File: src/rtl/windowed_regfile_if.sv
// Bus bundle for windowed_regfile: window control, two read ports, one write port and status.
interface windowed_regfile_if #(
    parameter int unsigned DATA_W = 16,
    parameter int unsigned ADDR_W = 3,
    parameter int unsigned WIN_W  = 2
);
    logic              win_ld;
    logic [WIN_W-1:0]  win_in;
    logic              win_inc;
    logic              win_dec;
    logic [ADDR_W-1:0] rd_addr1;
    logic [ADDR_W-1:0] rd_addr2;
    logic [DATA_W-1:0] rd_data1;
    logic [DATA_W-1:0] rd_data2;
    logic              wr_en;
    logic [ADDR_W-1:0] wr_addr;
    logic [DATA_W-1:0] wr_data;
    logic [WIN_W-1:0]  win_out;
    logic              ovf;
    logic              unf;

    modport master (
        output win_ld, win_in, win_inc, win_dec,
        output rd_addr1, rd_addr2, wr_en, wr_addr, wr_data,
        input  rd_data1, rd_data2, win_out, ovf, unf
    );

    modport slave (
        input  win_ld, win_in, win_inc, win_dec,
        input  rd_addr1, rd_addr2, wr_en, wr_addr, wr_data,
        output rd_data1, rd_data2, win_out, ovf, unf
    );
endinterface

File: src/rtl/windowed_regfile.sv
// Windowed register file: NUM_WIN banks selected by a saturating window pointer, r0 hardwired to zero.
// Optional same-cycle write-to-read forwarding with WINDOWED_REGFILE_BYPASS_EN.
module windowed_regfile #(
    parameter int unsigned DATA_W = 16,
    parameter int unsigned ADDR_W = 3,
    parameter int unsigned WIN_W  = 2
) (
    input logic clk,
    input logic rst,
    windowed_regfile_if.slave bus
);
    localparam int unsigned NUM_WIN = 1 << WIN_W;
    localparam int unsigned DEPTH   = 1 << (WIN_W + ADDR_W);

    logic [DATA_W-1:0] mem [DEPTH];
    logic [WIN_W-1:0]  cwp_q, cwp_d;
    logic              ovf_q, ovf_d;
    logic              unf_q, unf_d;
    logic              wr_ok;
    logic [DATA_W-1:0] stored1, stored2;

    assign wr_ok = bus.wr_en && (bus.wr_addr != '0);

    // Pointer/flag next state: load beats inc/dec; simultaneous inc+dec is a no-op
    always_comb begin
        cwp_d = cwp_q;
        ovf_d = ovf_q;
        unf_d = unf_q;
        if (bus.win_ld) begin
            cwp_d = bus.win_in;
            ovf_d = 1'b0;
            unf_d = 1'b0;
        end else if (bus.win_inc && !bus.win_dec) begin
            if (cwp_q == WIN_W'(NUM_WIN - 1))
                ovf_d = 1'b1;
            else
                cwp_d = cwp_q + WIN_W'(1);
        end else if (bus.win_dec && !bus.win_inc) begin
            if (cwp_q == '0)
                unf_d = 1'b1;
            else
                cwp_d = cwp_q - WIN_W'(1);
        end
    end

    always_ff @(posedge clk) begin
        if (rst) begin
            cwp_q <= '0;
            ovf_q <= 1'b0;
            unf_q <= 1'b0;
        end else begin
            cwp_q <= cwp_d;
            ovf_q <= ovf_d;
            unf_q <= unf_d;
        end
    end

    // Writes use the pre-update pointer, so a write racing a window change lands in the old bank
    always_ff @(posedge clk) begin
        if (rst) begin
            for (int i = 0; i < int'(DEPTH); i++)
                mem[i] <= '0;
        end else if (wr_ok) begin
            mem[{cwp_q, bus.wr_addr}] <= bus.wr_data;
        end
    end

    assign stored1 = (bus.rd_addr1 == '0) ? '0 : mem[{cwp_q, bus.rd_addr1}];
    assign stored2 = (bus.rd_addr2 == '0) ? '0 : mem[{cwp_q, bus.rd_addr2}];

`ifdef WINDOWED_REGFILE_BYPASS_EN
    assign bus.rd_data1 = (wr_ok && (bus.rd_addr1 == bus.wr_addr)) ? bus.wr_data : stored1;
    assign bus.rd_data2 = (wr_ok && (bus.rd_addr2 == bus.wr_addr)) ? bus.wr_data : stored2;
`else
    assign bus.rd_data1 = stored1;
    assign bus.rd_data2 = stored2;
`endif

    assign bus.win_out = cwp_q;
    assign bus.ovf     = ovf_q;
    assign bus.unf     = unf_q;
endmodule

File: src/flat_wrapper.sv
// flat-port wrapper written by rule: the top's interface ports become plain ports
module windowed_regfile_flat 
#(
    parameter int unsigned DATA_W = 16,
    parameter int unsigned ADDR_W = 3,
    parameter int unsigned WIN_W  = 2
)
  (clk, rst, bus_win_ld, bus_win_in, bus_win_inc, bus_win_dec, bus_rd_addr1, bus_rd_addr2, bus_wr_en, bus_wr_addr, bus_wr_data, bus_rd_data1, bus_rd_data2, bus_win_out, bus_ovf, bus_unf);
  windowed_regfile_if #(.DATA_W(DATA_W), .ADDR_W(ADDR_W), .WIN_W(WIN_W)) bus_i ();
  input logic clk;
  input logic rst;
  input wire logic [$bits(bus_i.win_ld)-1:0] bus_win_ld;
  input wire logic [$bits(bus_i.win_in)-1:0] bus_win_in;
  input wire logic [$bits(bus_i.win_inc)-1:0] bus_win_inc;
  input wire logic [$bits(bus_i.win_dec)-1:0] bus_win_dec;
  input wire logic [$bits(bus_i.rd_addr1)-1:0] bus_rd_addr1;
  input wire logic [$bits(bus_i.rd_addr2)-1:0] bus_rd_addr2;
  input wire logic [$bits(bus_i.wr_en)-1:0] bus_wr_en;
  input wire logic [$bits(bus_i.wr_addr)-1:0] bus_wr_addr;
  input wire logic [$bits(bus_i.wr_data)-1:0] bus_wr_data;
  output wire logic [$bits(bus_i.rd_data1)-1:0] bus_rd_data1;
  output wire logic [$bits(bus_i.rd_data2)-1:0] bus_rd_data2;
  output wire logic [$bits(bus_i.win_out)-1:0] bus_win_out;
  output wire logic [$bits(bus_i.ovf)-1:0] bus_ovf;
  output wire logic [$bits(bus_i.unf)-1:0] bus_unf;
  assign bus_i.win_ld = bus_win_ld;
  assign bus_i.win_in = bus_win_in;
  assign bus_i.win_inc = bus_win_inc;
  assign bus_i.win_dec = bus_win_dec;
  assign bus_i.rd_addr1 = bus_rd_addr1;
  assign bus_i.rd_addr2 = bus_rd_addr2;
  assign bus_i.wr_en = bus_wr_en;
  assign bus_i.wr_addr = bus_wr_addr;
  assign bus_i.wr_data = bus_wr_data;
  assign bus_rd_data1 = bus_i.rd_data1;
  assign bus_rd_data2 = bus_i.rd_data2;
  assign bus_win_out = bus_i.win_out;
  assign bus_ovf = bus_i.ovf;
  assign bus_unf = bus_i.unf;
  windowed_regfile #(.DATA_W(DATA_W), .ADDR_W(ADDR_W), .WIN_W(WIN_W)) u_core (.clk(clk), .rst(rst), .bus(bus_i));
endmodule
File: config.mk
export PLATFORM = sky130hd
export DESIGN_NAME = windowed_regfile_flat
export DESIGN_NICKNAME = d
export VERILOG_FILES = /design/src/rtl/windowed_regfile_if.sv /design/src/rtl/windowed_regfile.sv /design/src/flat_wrapper.sv
export SDC_FILE = /design/constraint.sdc
export NUM_CORES = 1
export LEC_CHECK = 0
export ABC_AREA = 1
export CAP_MARGIN = 15
export CELL_PAD_IN_SITES_DETAIL_PLACEMENT = 2
export CELL_PAD_IN_SITES_GLOBAL_PLACEMENT = 2
export CORE_MARGIN = 2
export CORE_UTILIZATION = 40
export CTS_CLUSTER_DIAMETER = 60
export DETAILED_ROUTE_END_ITERATION = 8
export GPL_ROUTABILITY_DRIVEN = 0
export GPL_TIMING_DRIVEN = 1
export PLACE_DENSITY = 0.88
export SYNTH_ARGS = -nofsm -noshare
export SYNTH_HDL_FRONTEND = slang
export SYNTH_SLANG_ARGS = --single-unit
export TNS_END_PERCENT = 50
File: constraint.sdc
create_clock -name clk -period 5.6 [get_ports clk]
set_input_delay 1.4 -clock clk [delete_from_list [all_inputs] [get_ports clk]]
set_output_delay 1.4 -clock clk [all_outputs]
set_load 0.01 [all_outputs]
* Yosys cells after proc, flatten, opt, wreduce, memory -nomap -nowiden
Memories as Yosys holds them, arrays and structs flattened. Cells that the tools add are included.
Cells by class: mux-type cells 15, eq/ne operators 3, divide/modulo/power cells 0, bitwise gates (word level) 1, multiply operators 0, shift-type cells 0, add/subtract/negate cells 2, reduce and logical (&&, ||, !) cells 15, magnitude comparators 0
Operator list (number):
- $mux W16 | 3
- $reduce_or A16 Y1 | 1
- $mux W2 | 5
- $logic_not A3 Y1 | 2
- $mux W1 | 6
- $reduce_and A3 Y1 | 2
- $reduce_bool A3 Y1 | 2
- $mux W5 | 1
- $logic_and A1 B1 Y1 | 3
- $ne A3 B2 Y1 const B | 1
- $ne A3 B3 Y1 const B | 1
- $add A2 B1 Y2 const B | 1
- $eq A2 B2 Y1 const B | 1
- $logic_not A1 Y1 | 2
- $logic_not A2 Y1 | 1
- $reduce_and A2 Y1 | 1
- $reduce_or A2 Y1 | 1
- $sub A2 B1 Y2 const B | 1
- $not A1 Y1 | 1
Word-level totals: RAM bits 512, input bits 33, memory bits (read-only) 0, bits in registers 4, word-level logic and storage cells 40, output and inout port bits 36, bits in latches 0, memories kept 1
Memory list:
- u_core.mem | words 32, bits a word 16, rd ports 2, clocked after memory_dff 0, wr ports 32, line windowed_regfile.sv:15 | logic [DATA_W-1:0] mem [DEPTH];

* Logic depth before layout (Yosys ltp)
Gate-level depths: netlist of run 1.
depth in word-level cells 7, gate-level depth with buffers 11, gate-level depth less buffers 8

* Worst setup path after synthesis of run 1
OpenSTA, ideal clock, no wires.
path type input-to-output, from input port bus_rd_addr2[1], to output port bus_rd_data2[15], stages 10, data required time 4200 ps, path slack 1632 ps, path buffers 3, arrival time 2568 ps, cell sequence buf_2 inv_2 buf_2 clkbuf_1 nand3_1 nand3_1 nand3_1 nand2_1 nor2_1 nor2_1
Between the ends: longest elaborated chain between the ends 2, elaborated cells between the ends (all ways) 3, those cells by class mux (1); reduce/logical (1); memory (1)
Ends and longest elaborated chain:
- start: declaration | line flat_wrapper.sv:17 | input wire logic [$bits(bus_i.rd_addr2)-1:0] bus_rd_addr2;
- $mem_v2 Z32 W16 / $logic_not A3 Y1 (equally long branches)
- $mux W16 * | line windowed_regfile.sv:69 | assign stored2 = (bus.rd_addr2 == '0) ? '0 : mem[{cwp_q, bus.rd_addr2}];
- end: declaration | line flat_wrapper.sv:22 | output wire logic [$bits(bus_i.rd_data2)-1:0] bus_rd_data2;
Every way passes the cells marked *; elsewhere a longest branch is shown, timed or not.

* Final worst setup path of run 1
from input port bus_rd_addr2[0], to output port bus_rd_data2[3]
The elaborated chain is that of the path after synthesis.

==> key figures, run 1 <==
Logic synthesis
  • Syn avg cell area: 7.63 um2
  • Largest family of logic cells by synthesized area: simple AND/OR/NAND/NOR gates
  • Simple-Gate Fraction of Synth Area: 36.0%
  • Largest area contributor in the netlist: edfxtp_1
  • Top-count cell post-synth: nand2_1
  • Synth top cells by count: 1094 x nand2_1, 861 x nand3_1, 536 x nor2_1
  • Cells after Synth: 3894
  • Netlist cell types: 25
  • Post-synthesis register bit count: 516
  • Mux contribution to synthesized area: 0%
  • Compound-Gate Fraction of Synth Area: 0.910%
  • Post-Synth Adder-Cell Area: 0%
  • FFs w/ async S/R, synth: 0%
  • Synth area leaders: edfxtp_1 52%, nand3_1 15%, nand2_1 14%
  • Part of the Yosys area used for sequential elements: 52.0%
  • EDFF count, synth: 512
  • Ys flop type: edfxtp_1
  • Post-Synth XOR/XNOR Area: 0.0295%
  • Mapped Area: 0.0297 mm2
  • Ys Warns: 0
  • Post-synth top area share: 51.8%

Setup path
  • Worst EP arrival: 3.81 ns
  • Required @ worst endpoint: 4.20 ns
  • CP Launch Type: input port
  • Setup crit end kind: output pin
  • Crit-path max FO: 91
  • Crit path kind: in -> out

Timing
  • Relative slew slack: 24.8%
  • Period utilization: 93.1%
  • Crit path time final: 5.21 ns
  • Final hold vios: 0
  • Worst slew pin tran: 1.13 ns
  • Setup TNS: 0 ns
  • Setup Viol. Count Final: 0
  • Max-slew violations: 0
  • Fin Clk Skew: 0.0234 ns
  • RSZ-0062 raised after global routing: no
  • Fmax achieved: 0.192 GHz

Layout
  • Filler cells: 8279
  • Synthesis-to-finish area growth: 14.1%
  • Nets@finish: 3980
  • # diodes: 0
  • Util after Layout: 46.3%
  • Layout cell share with drive strength beyond 1: 7.06%

Floorplan
  • Die Wd: 276 um
  • Die height: 276 um
  • IO Count: 69
  • Core Footprint: 0.0732 mm2
  • Die ar.: 0.0764 mm2
  • Initial Util: 40.6%
  • # rows: 99

Clock tree
  • CTS tree: yes
  • Postcts setup bufs: 0
  • Deepest clock path buffer count: 3
  • Cts repair resizes: 0
  • Clock slew at the register clock pins of the worst setup and hold paths: 0.06 ns
  • H-tree depth: 3
  • Cts hold-fix bufs: 0
  • Clock Sinks: 516
  • Total CTS buffers: 66
  • Root buf cell: clkbuf_16
  • Worst skew pair latency: 0.65 ns

GRT
  • Global-route wire length before repair: 209000 um
  • Initial antenna violation count: 0
  • Largest net degree at the start of global routing: 120
  • Gr ovfl total: 0
  • Number of global-route vias before repair: 32100
  • Gr usage total: 36.5%

Pwr
  • Sw power: 0.00309 W
  • Clock share of power: 40.3%
  • VDD IR max: 228 uV
  • Sw frac: 30.1%
  • Int Pwr: 0.00719 W
  • Leakage: 15.6 nW
  • Combinational share of power: 16.1%
  • Flop pwr share: 43.6%
  • Pwr/cell area: 304 mW/mm2

Routing
  • Number of DRC markers in iteration 0: 2918
  • Total Routed Length: 141000 um
  • DRT antenna net count: 0
  • DRC: 0
  • Vias per cell: 5.92
  • Via count: 29300
  • DRT Pass-1 Iters: 6
  • Avg WL per Cell: 28.4 um

Placement
  • PortBufs: 68
  • DP Wirelength: 86300 um

Min path
  • HP Class: reg -> reg

Outcome
  • Status: complete, no violations

Run
  • Max Cap Violations: 0
[per-stage QoR]
stage	cells	area, um2	power, W	hold WS [ns]	worst slack [ns]
after global placement	4838	31900	0.00605	0.459	0.552
after detailed placement	4838	31900	0.00613	0.464	0.498
after global routing	4952	33900	0.0105	0.507	0.313
final	4952	33900	0.0103	0.478	0.386
after CTS	4952	33900	0.0103	0.484	0.430
after floorplan	3957	29900	0.00540	0.504	1.63
[flip-flops by register name, indices dropped and copies added, names as in the netlist]
signal and cells:
u_core.bus.unf 1, u_core.bus.win_out 2, u_core.bus.ovf 1, u_core.mem 512
[power by group through the flow]
stage / registers [W] / logic (W) / clock network [W]
after floorplan: 0.00453 / 0.000871 / 0
after global placement: 0.00454 / 0.00151 / 0
after detailed placement: 0.00455 / 0.00158 / 0
after CTS: 0.00448 / 0.00162 / 0.00419
after global routing: 0.00449 / 0.00176 / 0.00430
final: 0.00448 / 0.00166 / 0.00415
[critical path, cell delays in order]
cell	delay, ns
buf_8	0.25
buf_12	0.40
nand2_1	0.12
nand3_1	0.10
nand3_1	0.11
nand3_1	0.09
nand2_1	0.14
nor2_1	0.46
nor2_1	0.09
clkdlybuf4s50_1	0.50
[area by class of cell]
cell class	instances	area, um2	share of cell area, %
Multi-Input combinational cell	2633	11200	33.1
Clock inverter	29	175	0.517
Clock buffer	85	1810	5.33
Sequential cell	516	15500	45.6
Timing Repair Buffer	198	2000	5.92
Inverter	532	2020	5.95
Tap cell	959	1200	3.54
[cells in the final DEF (no fill, tap or decap), types with 2 or more instances in the layout]
master	n
nand2_1	1094
nand3_1	861
nor2_1	536
edfxtp_1	512
inv_1	509
buf_4	107
clkbuf_16	69
conb_1	64
clkdlybuf4s50_1	61
o211ai_1	32
buf_12	28
nand2_2	24
inv_2	19
clkinv_1	15
clkbuf_1	14
or2_2	7
clkinv_2	6
a21oi_1	5
inv_6	4
dfxtp_1	4
nor3_2	2
inv_8	2
inv_4	2
nor2_2	2
nand4_1	2
clkinvlp_4	2
clkbuf_8	2
buf_8	2
[final timing paths]
path | end | from | slack [ns] | depth (start not counted)
max | bus_rd_data2[3] | bus_rd_addr2[0] | 0.39 | 10
min reg2reg | u_core.bus.ovf | u_core.bus.ovf | 0.48 | 2
max reg2reg | u_core.mem[20][11] | u_core.bus.win_out[0] | 2.87 | 6
min | u_core.bus.ovf | u_core.bus.ovf | 0.48 | 2
[metal layers]
metal	GRT usage [%]	wire (um)
met1	46.1	55800
met2	59.3	65100
met3	6.16	11200
met4	20.8	8660
met5	0	0
[cell families after synthesis]
logic type / count (synthesis)
compound gates: 38
flops: 516
other cells: 1
simple gates: 2530
xor+xnor: 1
buf+inv: 808
Note: power is estimated with default switching activity, not from simulation.
==> run 2, diff against run 1 <==
--- a/config.mk
+++ b/config.mk
@@ -5,7 +5,7 @@
 export SDC_FILE = /design/constraint.sdc
 export NUM_CORES = 1
 export LEC_CHECK = 0
-export ABC_AREA = 1
+export ABC_AREA = 0
 export CAP_MARGIN = 15
 export CELL_PAD_IN_SITES_DETAIL_PLACEMENT = 2
 export CELL_PAD_IN_SITES_GLOBAL_PLACEMENT = 2
@@ -15,7 +15,7 @@
 export DETAILED_ROUTE_END_ITERATION = 8
 export GPL_ROUTABILITY_DRIVEN = 0
 export GPL_TIMING_DRIVEN = 1
-export PLACE_DENSITY = 0.88
+export PLACE_DENSITY = 0.77
 export SYNTH_ARGS = -nofsm -noshare
 export SYNTH_HDL_FRONTEND = slang
 export SYNTH_SLANG_ARGS = --single-unit
==> key figures, run 2 <==
Outcome
  • Status: finished with violations
  • Failing checks: negative setup slack

Run
  • Max Cap Violations: 0

Setup path
  • FF-to-FF End: u_core.mem[17][4]
  • Levels on crit path: 12
  • Setup crit end kind: output pin
  • Required @ worst endpoint: 4.20 ns
  • Critical Path Most Common Cell: buf_4
  • WP buf/inv: 7
  • Crit-path max FO: 32
  • Critical path launch point: bus_rd_addr2[2]
  • Flop-to-flop setup slack: 2.37 ns
  • Worst EP arrival: 4.27 ns
  • Cell Chain, Critical Path: clkdlybuf4s50_1 -> buf_4 -> buf_4 -> nand2b_2 -> buf_12 -> a211oi_1 -> a221oi_2 -> buf_4 -> a21oi_1 -> a31oi_1 -> buf_4 -> clkdlybuf4s50_1
  • Slowest-stage cell, CP: clkdlybuf4s50_1
  • R2r startpoint: u_core.bus.win_out[0]
  • Crit path kind: in -> out
  • Worst Reg-to-Reg Cells: 5
  • Crit path max-delay family: buffers and inverters
  • CP peak stage delay: 0.48 ns
  • CP Launch Type: input port
  • Worst setup path endpoint: bus_rd_data2[5]

Routing
  • Number of DRC markers in iteration 0: 2462
  • DRC: 0
  • Via count: 21700
  • Total Routed Length: 122000 um
  • Vias per cell: 6.27
  • DRT Pass-1 Iters: 5
  • DRT antenna net count: 0
  • Avg WL per Cell: 35.4 um

Layout
  • Fin cells: 3456
  • Filler cells: 6871
  • Synthesis-to-finish area growth: 18.3%
  • Util after Layout: 47.7%
  • Most frequent cells in the layout: 512 x edfxtp_1, 451 x and2_1, 396 x mux2i_1
  • Max reg flops: 512
  • Layout cell share with drive strength beyond 1: 18.0%
  • Most flops, register: u_core.mem
  • Nets@finish: 2495
  • Most common cell after layout, fill and taps aside: edfxtp_1

Timing
  • Setup Viol. Count Final: 4
  • Crit path time final: 5.67 ns
  • Final WS setup: -0.0731 ns
  • Worst slew pin tran: 1.30 ns
  • Fin Clk Skew: 0.0281 ns
  • Max-slew violations: 0
  • Final hold vios: 0
  • Period utilization: 101%
  • RSZ-0062 raised after global routing: yes
  • Relative slew slack: 13.3%
  • Fmax achieved: 0.176 GHz

Logic synthesis
  • Cells after Synth: 2270
  • Synth top cells by count: 512 x edfxtp_1, 452 x and2_1, 396 x mux2i_1
  • FFs w/ async S/R, synth: 0%
  • EDFF count, synth: 512
  • Post-synth top area share: 54.6%
  • Mapped Area: 0.0282 mm2
  • Largest area contributor in the netlist: edfxtp_1
  • Netlist cell types: 45
  • Post-synthesis register bit count: 516
  • Syn avg cell area: 12.4 um2
  • Synth area leaders: edfxtp_1 55%, mux2i_1 14%, and2_1 10%
  • Ys Warns: 0
  • Ys flop type: edfxtp_1
  • Part of the Yosys area used for sequential elements: 54.8%
  • Top-count cell post-synth: edfxtp_1

Floorplan
  • Die height: 269 um
  • Initial Util: 40.3%
  • Die ar.: 0.0726 mm2
  • Core Footprint: 0.0699 mm2
  • Die Wd: 269 um
  • # rows: 97
  • IO Count: 69

Min path
  • Hold Crit Depth: 2
  • HP Start: u_core.bus.ovf
  • HP Class: reg -> reg

Placement
  • DP Wirelength: 77700 um
  • Dpl cells: 3328
  • Pre-CTS setup slack: -0.213 ns
  • PortBufs: 68

Pwr
  • VDD IR max: 246 uV
  • Pwr/cell area: 298 mW/mm2
  • Leakage: 12.9 nW

Clock tree
  • Clock slew at the register clock pins of the worst setup and hold paths: 0.06 ns
  • Clock Sinks: 516
  • CTS tree: yes
  • Total CTS buffers: 61
  • H-tree depth: 2
  • Deepest clock path buffer count: 3
  • Worst skew pair latency: 0.67 ns
  • Root buf cell: clkbuf_16

GRT
  • Gr ovfl total: 0
  • Global-route wire length before repair: 173000 um
  • Gr usage total: 32.9%
  • Largest net degree at the start of global routing: 57
  • Initial antenna violation count: 7
  • Number of global-route vias before repair: 23600
[run 2: cell count changes in the layout (fill, tap and decap cells not counted), moves of 60 or more]
cell,before,now
nand3_1,861,53
buf_4,107,167
nor2_1,536,5
mux2i_1,0,396
and2_1,0,451
nand2_1,1094,14
a21oi_1,5,66
a22oi_1,0,96
mux2_2,0,64
o22ai_1,0,88
inv_1,509,1
[run 2: cell type report]
type	instances	area [um2]	share of cell area [%]
diodes	2	5.00	0.0150
flip-flops and latches	516	15500	46.4
well taps	940	1180	3.53
multi-input cells	1611	12100	36.2
repair buffers	271	2680	8.05
clock inverters	30	283	0.848
inverters	1	3.75	0.0113
clock buffers	85	1650	4.94
[run 2: worst min path at each step]
stage | to
global route | u_core.bus.ovf
floorplan | u_core.bus.unf
detailed placement | u_core.bus.ovf
CTS | u_core.bus.ovf
global placement | u_core.bus.unf
finish | u_core.bus.ovf
[run 2: layer usage]
layer	track usage, %	part of all wire [%]
met1	41.2	39
met5	0	0.035
met4	17.3	5.5
met2	54.1	48
met3	6.42	8.2
[run 2: what timing repair did]
item                                    in CTS  in global routing
gates resized for setup                     15                 18
buffers inserted                             7                  0
gates cloned                                 1                  0
endpoints found under the setup margin      14                 15
hold buffers                                 0                  0
pin swaps                                    3                  1
[run 2: cell families (layout without fill, tap and decap cells)]
group	after synthesis	in the layout	synth area share [%]
AO/OA/AOI/OAI	395	395	9.23
buffers and inverters	207	387	3.88
flip-flops	516	516	54.8
multiplexers	460	460	16.6
other	1	66	0.0133
AND/OR/NAND/NOR	691	692	15.4
[run 2: worst register-to-register path: stages, from the launching register on]
cell and delay (ns):
dfxtp_1 0.64, buf_4 0.38, nand2b_1 0.42, buf_4 0.32
nor3_2 0.48, or2_2 0.62
[run 2: power by group]
group | internal [W] | total, W | switching [W]
combinational | 0.000511 | 0.00139 | 0.000883
clock | 0.00224 | 0.00401 | 0.00177
sequential | 0.00441 | 0.00452 | 0.000108
total | 0.00716 | 0.00992 | 0.00276
[run 2: stage by stage]
stage	hold WS, ns	TNS (ns)	total power, W	instance area [um2]
6_report	0.551	-0.128	0.00992	33300
2_1_floorplan	0.524	0	0.00521	28400
5_1_grt	0.589	-0.121	0.0101	33300
3_5_place_dp	0.533	-1.23	0.00589	31100
4_1_cts	0.546	0	0.00987	33200
3_3_place_gp	0.513	-0.671	0.00583	31100
